`config.mk`:
```
export PLATFORM = sky130hd
export DESIGN_NAME = jb_unit
export DESIGN_NICKNAME = d
export VERILOG_FILES = /design/src/rtl/jb_pkg.sv /design/src/rtl/jb_cond.sv /design/src/rtl/jb_unit.sv
export SDC_FILE = /design/constraint.sdc
export NUM_CORES = 1
export LEC_CHECK = 0
export BUFFER_PORTS_ARGS = -buffer_cell sky130_fd_sc_hd__buf_4
export CAP_MARGIN = 40
export CORE_UTILIZATION = 46
export CTS_CLUSTER_DIAMETER = 120
export DETAILED_ROUTE_END_ITERATION = 7
export PLACE_DENSITY = 0.77
export SETUP_SLACK_MARGIN = 0.5
export SYNTH_ARGS = -nofsm -noshare
export SYNTH_HDL_FRONTEND = slang
export SYNTH_SLANG_ARGS = --single-unit
```
`constraint.sdc`:
```
create_clock -name clk -period 3.1 [get_ports clk]
set_clock_uncertainty 0.05 [all_clocks]
set_input_delay 0.62 -clock clk [delete_from_list [all_inputs] [get_ports clk]]
set_output_delay 0.62 -clock clk [all_outputs]
set_load 0.05 [all_outputs]
```
`src/rtl/jb_pkg.sv`:
```
// jb_pkg: shared constants for the jump/branch unit.
//   OPC_*  : 5-bit instruction class codes that resolve as jumps/branches.
//   FLAG_* : 2-bit compare result encodings from the compare stage.
package jb_pkg;

    localparam logic [4:0] OPC_JMP = 5'b11000;
    localparam logic [4:0] OPC_BEQ = 5'b11001;
    localparam logic [4:0] OPC_BL  = 5'b11010;
    localparam logic [4:0] OPC_BG  = 5'b11011;

    localparam logic [1:0] FLAG_NONE = 2'b00;
    localparam logic [1:0] FLAG_EQ   = 2'b01;
    localparam logic [1:0] FLAG_LT   = 2'b10;
    localparam logic [1:0] FLAG_GT   = 2'b11;

endpackage

```
`src/rtl/jb_cond.sv`:
```
// jb_cond: combinational take-condition decode.
// Ports:
//   opcode (in, 5)  instruction class code
//   flag   (in, 2)  compare result
//   take   (out, 1) branch condition satisfied
module jb_cond
    import jb_pkg::*;
(
    input  logic [4:0] opcode,
    input  logic [1:0] flag,
    output logic       take
);

    always_comb begin
        take = 1'b0;
        unique case (opcode)
            OPC_JMP: take = 1'b1;
            OPC_BEQ: take = (flag == FLAG_EQ);
            OPC_BL:  take = (flag == FLAG_LT);
            OPC_BG:  take = (flag == FLAG_GT);
            default: take = 1'b0;
        endcase
    end

endmodule

```
`src/rtl/jb_unit.sv`:
```
// jb_unit: resolves jump/branch instructions with one cycle of latency.
// Optional feature macro: JB_MISALIGN_CHECK_EN (adds misalign output and
// suppresses jumps to targets that are not word aligned).
// Ports:
//   clk           (in, 1)     clock, rising edge
//   reset         (in, 1)     synchronous active-high reset
//   opcode        (in, 5)     instruction class code
//   pc_current    (in, XLEN)  PC of the instruction being resolved
//   imm_ext       (in, XLEN)  sign-extended offset
//   flag          (in, 2)     compare result
//   branch_target (out, XLEN) registered pc_current + imm_ext
//   jump          (out, 1)    registered take-branch strobe
//   misalign      (out, 1)    registered misaligned-target flag (macro only)
module jb_unit
    import jb_pkg::*;
#(
    parameter int unsigned XLEN = 32
) (
    input  logic            clk,
    input  logic            reset,
    input  logic [4:0]      opcode,
    input  logic [XLEN-1:0] pc_current,
    input  logic [XLEN-1:0] imm_ext,
    input  logic [1:0]      flag,
`ifdef JB_MISALIGN_CHECK_EN
    output logic            misalign,
`endif
    output logic [XLEN-1:0] branch_target,
    output logic            jump
);

    logic            take;
    logic [XLEN-1:0] target_d, target_q;
    logic            jump_d, jump_q;

    jb_cond u_cond (
        .opcode (opcode),
        .flag   (flag),
        .take   (take)
    );

    // Plain XLEN-bit add: carry out is dropped, giving two's-complement wrap.
    assign target_d = pc_current + imm_ext;

`ifdef JB_MISALIGN_CHECK_EN
    logic misalign_d, misalign_q;

    always_comb begin
        misalign_d = take & (target_d[1:0] != 2'b00);
        jump_d     = take & ~misalign_d;
    end

    always_ff @(posedge clk) begin
        if (reset) misalign_q <= 1'b0;
        else       misalign_q <= misalign_d;
    end

    assign misalign = misalign_q;
`else
    assign jump_d = take;
`endif

    always_ff @(posedge clk) begin
        if (reset) begin
            target_q <= '0;
            jump_q   <= 1'b0;
        end else begin
            target_q <= target_d;
            jump_q   <= jump_d;
        end
    end

    assign branch_target = target_q;
    assign jump          = jump_q;

endmodule

```
* After elaboration in Yosys (flattened, before gate mapping) *
Cells that the tools add are included.
Widths: inputs -> output; s select.

cells by class
  add/sub/neg operators = 1
  multiply operators = 0
  divide/modulo/power cells = 0
  $lt $le $gt $ge = 0
  equal/unequal tests = 7
  shift operators = 0
  muxes and demuxes = 1
  bitwise gates (word level) = 0
  reduce and logical (&&, ||, !) cells = 0

operators by type and width
  operator            count
  $add 32x32->32      1
  $eq 5x5->1 const B  4
  $eq 2x2->1 const B  2
  $pmux 1 s4          1
  $eq 2x1->1 const B  1

storage, ports and cells
  bits in registers = 33
  latch bits = 0
  RAM bits = 0
  memory bits (read-only) = 0
  input port bits = 73
  output and inout bits = 33
  word-level logic and storage cells = 11
  memories kept = 0

* Depth between registers and ports, before layout *
Gate-level depths: netlist of run 1.

  depth after elaboration = 2
  mapped depth = 9
  gate-level depth less buffers = 9

* Hierarchy *
Synthesis of run 1 repeated with hierarchy kept, for this count alone.

second synthesis, totals
  cell total of the unflattened synthesis = 344
  area, all modules = 2777.7 sq um

modules (own cells, without submodules)
  module   instances  cells an instance  area each (sq um)  seq. area each (sq um)
  jb_unit  1          338                2740.1             660.6
  jb_cond  1          6                  37.5               0.0

* Least setup slack after synthesis of run 1 *
Ideal clock, no wire load.

  path type = input-to-reg
  start point = input pc_current[0]
  end point = register target_q[26], in the netlist branch_target[26]
  setup time = 0.130 ns
  data arrival time = 2.435 ns
  required time = 2.920 ns
  slack = 0.484 ns
  stages on the path = 9
  buffers on the path = 0
  cells stage by stage = ha_1 > fa_1 > a21o_2 > a31oi_1 > or4b_4 > a21oi_2 > o31ai_1 > and3_1 > nor3_1

between the ends
  cells in the longest elaborated chain, start to end = 1

RTL lines
  element               RTL line       source
  start, declared       jb_unit.sv:22  input logic [XLEN-1:0] pc_current,
  $add 32x32->32        jb_unit.sv:43  assign target_d = pc_current + imm_ext;
  end signal, assigned  jb_unit.sv:68  target_q <= target_d;
  end, declared         jb_unit.sv:33  logic [XLEN-1:0] target_d, target_q;

No other way between the ends.
A chain may end at the register's enable or synchronous reset.

* Final worst setup path of run 1 *
  start point = input pc_current[0]
  end point = register target_q[30], in the netlist branch_target[30]

The elaborated chain is that of the path after synthesis.

==> impl_metrics.csv, run 1 <==
group,metric,value,unit
outcome,outcome,"finished clean",
clock_network,ctsHoldBuffers,0,
synth,ys_seq_area_frac,0.2545,
synth,syn_inst,318,
clock_network,cts.sinks,33,
finish,area_growth,39.66,%
pwr,p_leak,1.660,nW
synth,synth-xor-area-share,0.07759,
synth,synth_area_leaders,"dfxtp_1, ha_1, a21oi_1, nor2_1, xnor2_1",
floorplan,start_util,0.4926,
clock_network,cts_tree,"built",
sta,setup_viol,0,
finish,nNetsFinal,527,
clock_network,htreeDepth,2,
global_route,gr-usage-all-layers,0.2404,
place,numPortBuffers,105,
routing,vias,2754,
routing,drt_first_pass_iters,4,
clock_network,clock_path_buffers,2,
clock_network,cts_made_buffers,5,
synth,synthArstFlopShare,0,
synth,synthMuxAreaShare,0.003855,
hold_path,holdPathStages,2,
sta,tightest_slew,0.6807,ns
pwr,p_comb_frac,0.462,
pwr,intPower,1.057,mW
synth,syn_area_per_cell,8.164,sq um
setup_path,crit_family,"compound AO/OA/AOI/OAI gates",
global_route,grt_max_degree,43,
hold_path,hp-class,"in2reg",
floorplan,die_area,0.005948,sq mm
floorplan,fp.dieH,77.13,microns
sta,relSlewSlack,0.5452,
setup_path,crit_type,"in2reg",
setup_path,cp.arrival,2.68,ns
synth,yosys_warnings,0,
pwr,swShare,0.3934,
pwr,power_density,480.6,mW/mm^2
finish,final_common_cell,"buf_4",
synth,synth_top_family_by_area,"compound AO/OA/AOI/OAI gates",
floorplan,placementRows,26,
sta,layout_min_cycle_time,2.502,ns
routing,ant_nets,0,
routing,drt_iter0_drc,170,
pwr,power_frac_clock,0.250,
clock_network,root_buffer,"clkbuf_8",
place,gp_congestion,0.8584,
setup_path,end_kind,"register",
setup_path,start_kind,"input pin",
synth,synth.top_cell.area_share,0.2545,
synth,yosys.area_share.adder,0.1571,
setup_path,cp_cell_sequence,"buf_4, ha_1, fa_1, a21o_2, a31oi_4, or4b_4, a21oi_4, o211ai_2, a211o_1, o21ai_2",
sta,period_share,0.8072,
setup_path,max_stage_delay,0.54,ns
finish,diodes,0,
sta,rsz0062_at_grt,"yes",
place,dp_hpwl,5580,microns
floorplan,die_w,77.13,microns
sta,hold_viol,0,
flow_run,maxCapViolations,0,
setup_path,path_max_fanout,4,
place,dpl.cell_count,483,
finish,final_cell_mix,"buf_4, dfxtp_1, nor2_1, a21oi_1, ha_1",
global_route,grt_pass1_vias,2551,
clock_network,clk_pin_slew,0.07,ns
sta,drv_slew,0,
synth,synth_compound_area_frac,0.2612,
synth,synth_edf_count,0,
routing,avgViaCountPerCell,5.586,
synth,synth_seq_cells,33,
hold_path,min_to,"jump$_SDFF_PP0_",
setup_path,crit_path_top_delay_cell,"or4b_4",
finish,fin_cells,493,
setup_path,cp_num_buf_inv,1,
synth,synth_area,0.002596,sq mm
setup_path,required,3.28,ns
hold_path,worstHoldStart,"opcode[1]",
pwr,vdd_drop_max,0.0003142,V
global_route,grt_overflow,0,
synth,ys_types,52,
synth,synth_top_cell_by_area,"dfxtp_1",
sta,fmax,0.3996,GHz
finish,fill_cells,481,
pwr,switchingPower,685.4,uW
finish,drive_gt1_frac,0.3262,
synth,synth_nets,423,
routing,remaining_drc_errors,0,
sta,setup_tns,0,ns
pwr,seq_power_share,0.288,
routing,routed_wl,7116,microns
routing,wl_per_cell,14.43,microns
synth,synth_simple_gate_area_frac,0.2183,
synth,synth_flop_cell,"dfxtp_1",
floorplan,core-area,0.005270,sq mm
floorplan,ios,106,
global_route,grt_antenna_before_repair,0,
global_route,grt_pass1_wl,11540,microns
finish,final_core_util,0.6880,
[kinds of logic after synthesis]
| family | count (synthesis) |
|---|---|
| simple gates | 109 |
| buf+inv | 18 |
| flops | 33 |
| compound gates | 102 |
| xor+xnor | 23 |
| mux | 1 |
| fa+ha+maj | 32 |
[layout make-up]
class | count | area [sq um] | share of cell area
clock buffer | 7 | 86.33 | 0.02381
clock inverter | 1 | 30.03 | 0.008282
inverter | 6 | 22.52 | 0.006211
multi-input combinational | 267 | 1921 | 0.5297
sequential | 33 | 660.6 | 0.1822
tap | 70 | 87.58 | 0.02415
timing repair buffer | 109 | 818.3 | 0.2257
[worst max path at each step]
stage / start / endpoint / slack, ns / cells past startpoint
floorplan: pc_current[0] / branch_target[24]$_SDFF_PP0_ / 0.53 / 9
global placement: pc_current[0] / branch_target[26]$_SDFF_PP0_ / 0.28 / 10
detailed placement: pc_current[5] / branch_target[29]$_SDFF_PP0_ / 0.24 / 9
CTS: pc_current[5] / branch_target[29]$_SDFF_PP0_ / 0.54 / 9
global route: pc_current[1] / branch_target[21]$_SDFF_PP0_ / 0.42 / 10
finish: pc_current[0] / branch_target[30]$_SDFF_PP0_ / 0.60 / 10
[registers in the layout, indices dropped and copies added (netlist names)]
register	count
jump	1
branch_target	32
[cells in the mapped netlist (3+ instances only)]
| library cell | count |
|---|---|
| and3_1 | 4 |
| clkbuf_1 | 8 |
| nor3_1 | 9 |
| nand2_1 | 22 |
| a31oi_1 | 5 |
| ha_1 | 31 |
| xnor2_1 | 12 |
| inv_1 | 6 |
| nand3_1 | 8 |
| nand4_1 | 8 |
| nand2b_1 | 4 |
| o22ai_1 | 4 |
| a221oi_1 | 3 |
| a21oi_1 | 31 |
| a21oi_2 | 3 |
| o211ai_1 | 4 |
| o21ai_0 | 17 |
| nor2_1 | 32 |
| a211oi_1 | 5 |
| xor2_1 | 11 |
| a21o_1 | 8 |
| o21bai_1 | 5 |
| nor2b_1 | 3 |
| o21a_1 | 5 |
| dfxtp_1 | 33 |
| buf_2 | 3 |
| or3_1 | 4 |
[power groups by stage]
| stage | registers (mW) | logic, mW | clock network (mW) |
|---|---|---|---|
| 3_3_place_gp | 0.513 | 0.773 | 0 |
| 3_5_place_dp | 0.513 | 0.782 | 0 |
| 6_report | 0.503 | 0.804 | 0.436 |
| 2_1_floorplan | 0.713 | 0.335 | 0 |
| 5_1_grt | 0.508 | 0.866 | 0.458 |
| 4_1_cts | 0.503 | 0.785 | 0.438 |
[layer usage]
| layer | routed length [microns] | up-vias | global-route usage |
|---|---|---|---|
| met2 | 3320 | 95 | 0.3903 |
| met1 | 3219 | 1258 | 0.3201 |
| met5 | 0 | - | 0 |
| met4 | 91 | 0 | 0.06604 |
| li1 | - | 1390 | - |
| met3 | 485 | 11 | 0.04881 |
[metrics by stage]
step	area [sq um]	power, mW	worst slack [ns]	hold WS [ns]
6_report	3626	1.743	0.5978	0.4700
5_1_grt	3626	1.832	0.4229	0.4776
4_1_cts	3561	1.726	0.5391	0.4679
3_5_place_dp	3445	1.295	0.2350	0.7808
3_3_place_gp	3445	1.286	0.2756	0.7798
2_1_floorplan	2603	1.048	0.5295	0.6744
[what timing repair did]
item,CTS,global route
setup buffers,0,2
setup endpoints to repair,0,14
gates resized for setup,0,12
Power figures use the tool's default switching activity.
==> run 2, diff against run 1 <==
==> constraint.sdc (replaced) <==
create_clock -name clk -period 2.35 [get_ports clk]
set_clock_uncertainty 0.05 [all_clocks]
set_input_delay 0.47 -clock clk [delete_from_list [all_inputs] [get_ports clk]]
set_output_delay 0.47 -clock clk [all_outputs]
set_load 0.05 [all_outputs]
==> run 2 against run 1 <==
  * Routed wire length up 39%
  * Sequential share of layout area down 4.2 points
  * Core utilization up 20 points
  * Setup slack worse by 0.47 ns
  * Sequential cell count unchanged
  * Design area up 30%
  * Die area unchanged
  * Non-clock buffer count up 56
  * Clock power up 53%
  * Via count up 18%
  * First-iteration DRC count up 12%
  * Critical path depth down 1
==> impl_metrics.csv, run 2 (synthesis gave the netlist of run 1 again) <==
group,metric,value,unit
clock_network,cts.sinks,33,
routing,vias,3251,
sta,relSlewSlack,0.6749,
sta,tightest_slew,0.4826,ns
global_route,grt_max_degree,43,
finish,drive_gt1_frac,0.5261,
finish,fill_cells,258,
finish,diodes,0,
floorplan,placementRows,26,
finish,final_common_cell,"buf_4",
floorplan,die_w,77.13,microns
sta,fmax,0.4500,GHz
setup_path,cp_num_buf_inv,1,
place,dpl-instance-area,0.004078,sq mm
clock_network,clk_pin_slew,0.07,ns
outcome,outcome,"finished clean",
place,numPortBuffers,105,
hold_path,min_to,"jump$_SDFF_PP0_",
place,gp_congestion,0.8427,
clock_network,cts_tree,"built",
floorplan,ios,106,
sta,drv_slew,0,
global_route,grt_overflow,0,
floorplan,fp.dieH,77.13,microns
clock_network,ctsHoldBuffers,0,
routing,ant_nets,0,
clock_network,clock_path_buffers,2,
routing,wl_per_cell,17.99,microns
sta,hold_viol,0,
setup_path,crit_family,"simple AND/OR/NAND/NOR gates",
sta,setup_viol,0,
floorplan,start_util,0.4926,
finish,final_area,0.004702,sq mm
finish,multi_input_area,0.002499,sq mm
finish,area.sequential,660.6,sq um
global_route,gr-usage-all-layers,0.3045,
floorplan,die_area,0.005948,sq mm
routing,drt_first_pass_iters,5,
setup_path,crit_type,"in2reg",
setup_path,path_max_fanout,6,
pwr,power_density,592.4,mW/mm^2
global_route,grt_pass1_vias,3117,
pwr,vdd_drop_max,0.0004016,V
global_route,grt_antenna_before_repair,0,
finish,area_growth,81.11,%
sta,period_share,0.9456,
routing,avgViaCountPerCell,5.922,
setup_path,crit_path_top_delay_cell,"or4_1",
finish,final_cell_mix,"buf_4, dfxtp_1, nor2_1, nand2_1, ha_4",
global_route,grt_pass1_wl,14720,microns
finish,largest_reg_flops,32,
setup_path,critPathMostFrequentCell,"nand4_1",
flow_run,maxCapViolations,0,
hold_path,holdPathStages,2,
clock_network,htreeDepth,2,
setup_path,cp.arrival,2.39,ns
setup_path,start_kind,"input pin",
hold_path,hp-class,"in2reg",
sta,rsz0062_at_grt,"yes",
setup_path,required,2.52,ns
finish,nNetsFinal,583,
setup_path,max_stage_delay,0.41,ns
place,dp_hpwl,6341,microns
floorplan,core-area,0.005270,sq mm
routing,drt_iter0_drc,191,
sta,layout_min_cycle_time,2.222,ns
setup_path,end_kind,"register",
setup_path,cp_cell_sequence,"buf_4, ha_4, nand4_1, nor2_2, a311oi_4, nor3_4, a2bb2oi_2, or4_1, nand4_1",
pwr,total_power,2.786,mW
routing,remaining_drc_errors,0,
clock_network,root_buffer,"clkbuf_8",
routing,routed_wl,9877,microns
hold_path,worstHoldStart,"opcode[0]",
pwr,p_leak,2.056,nW
clock_network,cts_made_buffers,5,
-- run 2: cell types whose count changed in the layout (fill, tap and decap cells not counted), moves of 5 or more --
cell,previous run,this run
ha_1,25,12
ha_4,1,19
a21oi_1,30,18
buf_6,0,16
nand3_1,8,3
a21oi_2,3,11
o21ai_0,16,11
buf_4,109,149
ha_2,5,0
-- run 2: how the worst max path moves through the flow --
| stage | from | to | slack, ns | depth (start not counted) |
|---|---|---|---|---|
| after global routing | imm_ext[9] | branch_target[25]$_SDFF_PP0_ | 0.05 | 9 |
| final | imm_ext[9] | branch_target[25]$_SDFF_PP0_ | 0.13 | 9 |
| after CTS | pc_current[0] | branch_target[30]$_SDFF_PP0_ | 0.23 | 10 |
| after floorplan | pc_current[0] | branch_target[30]$_SDFF_PP0_ | 0.06 | 9 |
| after detailed placement | pc_current[0] | branch_target[26]$_SDFF_PP0_ | -0.15 | 10 |
| after global placement | pc_current[0] | branch_target[26]$_SDFF_PP0_ | -0.12 | 10 |
-- run 2: timing repair --
| item | in CTS | in global routing |
|---|---|---|
| setup buffers | 9 | 7 |
| pin swaps | 20 | 16 |
| gates resized for setup | 34 | 30 |
| setup endpoints to repair | 21 | 25 |
| cloned | 0 | 0 |
-- run 2: metal layers --
layer / GRT usage / vias to the layer above / wire (microns)
met4: 0.09245 / 0 / 317
met5: 0 / - / 0
met3: 0.05357 / 36 / 698
met2: 0.5336 / 187 / 5105
met1: 0.3753 / 1528 / 3755
li1: - / 1500 / -
-- run 2: final cells by class --
class,instances,share of cell area
Multi-Input combinational cell,267,0.5314
Sequential cell,33,0.1405
Clock buffer,5,0.01464
Tap cell,70,0.01863
Clock inverter,3,0.01384
Inverter,6,0.004790
Timing Repair Buffer,165,0.2762
-- run 2: power breakdown --
group	total [mW]	switching (mW)	internal (mW)	leakage (nW)
sequential	0.661	0.0247	0.636	0.275
combinational	1.46	0.816	0.639	1.71
clock	0.669	0.247	0.422	0.0681
-- run 2: metrics by stage --
stage | setup WS (ns) | util | hold WS (ns) | TNS [ns] | instances
finish | 0.1277 | 0.8922 | 0.3317 | 0 | 549
global route | 0.05261 | 0.8922 | 0.3350 | 0 | 549
CTS | 0.2278 | 0.8519 | 0.3295 | 0 | 542
detailed placement | -0.1521 | 0.7737 | 0.6258 | -1.114 | 525
global placement | -0.1203 | 0.7737 | 0.6255 | -0.4564 | 525
floorplan | 0.05840 | - | 0.5244 | 0 | 318
==> run 3, diff against run 2 <==
==> constraint.sdc (replaced) <==
create_clock -name clk -period 2.2 [get_ports clk]
set_clock_uncertainty 0.05 [all_clocks]
set_input_delay 0.44 -clock clk [delete_from_list [all_inputs] [get_ports clk]]
set_output_delay 0.44 -clock clk [all_outputs]
set_load 0.05 [all_outputs]
==> run 3 against run 2 <==
  * The flow now finishes with violations (setup timing)
  * Cell count rose by 4.6%
  * Total power up 10%
  * Combinational power up 12%
  * Sequential power up 7.3%
  * Global-route usage rose by 0.21 points
==> impl_metrics.csv, run 3 (synthesis gave the netlist of run 1 again) <==
group,metric,value,unit
outcome,outcome,"finished with violations",
outcome,violations,"setup timing",
setup_path,path_max_fanout,4,
sta,drv_slew,0,
routing,routed_wl,11980,microns
global_route,grt_overflow,0,
floorplan,fp.dieH,77.13,microns
routing,wl_per_cell,20.87,microns
setup_path,cp_num_buf_inv,2,
setup_path,crit_family,"simple AND/OR/NAND/NOR gates",
routing,avgViaCountPerCell,6.383,
clock_network,ctsHoldBuffers,0,
setup_path,start_kind,"input pin",
finish,final_common_cell,"buf_4",
global_route,grt_pass1_vias,3295,
finish,final_cell_mix,"buf_4, dfxtp_1, nor2_1, buf_6, nand2_1",
hold_path,holdPathStages,2,
clock_network,htreeDepth,2,
pwr,p_leak,2.181,nW
floorplan,ios,106,
global_route,grt_pass1_wl,14780,microns
sta,holdWs,0.2818,ns
global_route,gr-usage-all-layers,0.3066,
sta,layout_min_cycle_time,2.273,ns
sta,rsz0062_at_grt,"yes",
finish,nNetsFinal,608,
setup_path,crit_path_top_delay_cell,"or4_1",
pwr,power_density,632.4,mW/mm^2
finish,area.sequential,660.6,sq um
floorplan,core-area,0.005270,sq mm
setup_path,path_depth,10,
place,gp_congestion,0.8861,
setup_path,cp_cell_sequence,"buf_4, ha_4, nand4_1, nor2_2, a311oi_2, buf_4, nor3_4, a2bb2oi_2, or4_1, nand4_1",
pwr,total_power,3.068,mW
floorplan,placementRows,26,
setup_path,crit_type,"in2reg",
clock_network,root_buffer,"clkbuf_8",
routing,vias,3664,
routing,drt_iter0_drc,395,
sta,relSlewSlack,0.6349,
setup_path,max_stage_delay,0.43,ns
clock_network,cts_tree,"built",
clock_network,cts.sinks,33,
pwr,vdd_drop_max,0.0006353,V
sta,post-route-worst-setup-slack,-0.07316,ns
finish,drive_gt1_frac,0.5397,
clock_network,clock_path_buffers,2,
setup_path,end_kind,"register",
floorplan,die_area,0.005948,sq mm
sta,period_share,1.033,
finish,multi_input_area,0.002412,sq mm
global_route,grt_antenna_before_repair,0,
place,dp_hpwl,6644,microns
finish,fin_cells,574,
routing,drt_first_pass_iters,6,
sta,tightest_slew,0.5476,ns
finish,fill_cells,189,
flow_run,maxCapViolations,0,
global_route,grt_max_degree,43,
finish,diodes,0,
sta,fmax,0.4399,GHz
routing,remaining_drc_errors,0,
setup_path,cp.arrival,2.45,ns
finish,largest_reg_flops,32,
place,numPortBuffers,105,
finish,area_growth,86.89,%
sta,hold_viol,0,
floorplan,start_util,0.4926,
clock_network,cts_made_buffers,5,
place,dpl.cell_count,550,
floorplan,die_w,77.13,microns
setup_path,required,2.37,ns
clock_network,clk_pin_slew,0.07,ns
routing,ant_nets,0,
sta,setup_viol,4,
hold_path,hp-class,"in2reg",
-- run 3: changes by cell type in the layout (fill, tap and decap cells not counted), sizes merged --
cell,before,now
buf,165,190
-- run 3: area by class of cell --
class / instances / share of cell area
clock buffer: 5 / 0.01418
clock inverter: 3 / 0.01341
inverter: 6 / 0.004642
multi-input combinational: 267 / 0.4972
sequential: 33 / 0.1362
tap: 70 / 0.01805
timing repair buffer: 190 / 0.3164
-- run 3: routing by layer --
metal / track usage / vias up / part of all wire
met5: 0 / - / 0
met4: 0.1038 / 0 / 0.072
met3: 0.05952 / 114 / 0.094
met2: 0.5717 / 320 / 0.49
met1: 0.3423 / 1680 / 0.35
li1: - / 1550 / -
-- run 3: worst paths after layout --
kind	from	to	slack, ns
hold / removal	opcode[0]	jump$_SDFF_PP0_	0.28
setup / recovery	pc_current[7]	branch_target[25]$_SDFF_PP0_	-0.07
-- run 3: report_power, final --
part,switching (mW),internal [mW]
Combinational,0.925,0.718
Clock,0.265,0.450
Sequential,0.0296,0.680
-- run 3: metrics by stage --
| stage | area, sq um | TNS, ns | setup slack [ns] | utilization |
|---|---|---|---|---|
| finish | 4852 | -0.1562 | -0.07316 | 0.9207 |
| floorplan | 2974 | -0.1228 | -0.06160 | - |
| CTS | 4649 | 0 | 0.05031 | 0.8822 |
| global placement | 4270 | -2.385 | -0.2416 | 0.8103 |
| detailed placement | 4270 | -3.421 | -0.3049 | 0.8103 |
| global route | 4852 | -0.5768 | -0.1673 | 0.9207 |
-- run 3: timing repair --
action                                  4_1_cts  5_1_grt
endpoints found under the setup margin       24       27
setup buffers                                 8        8
pin swaps                                    20       27
gates resized for setup                      36       31
hold endpoints to repair                      0        0
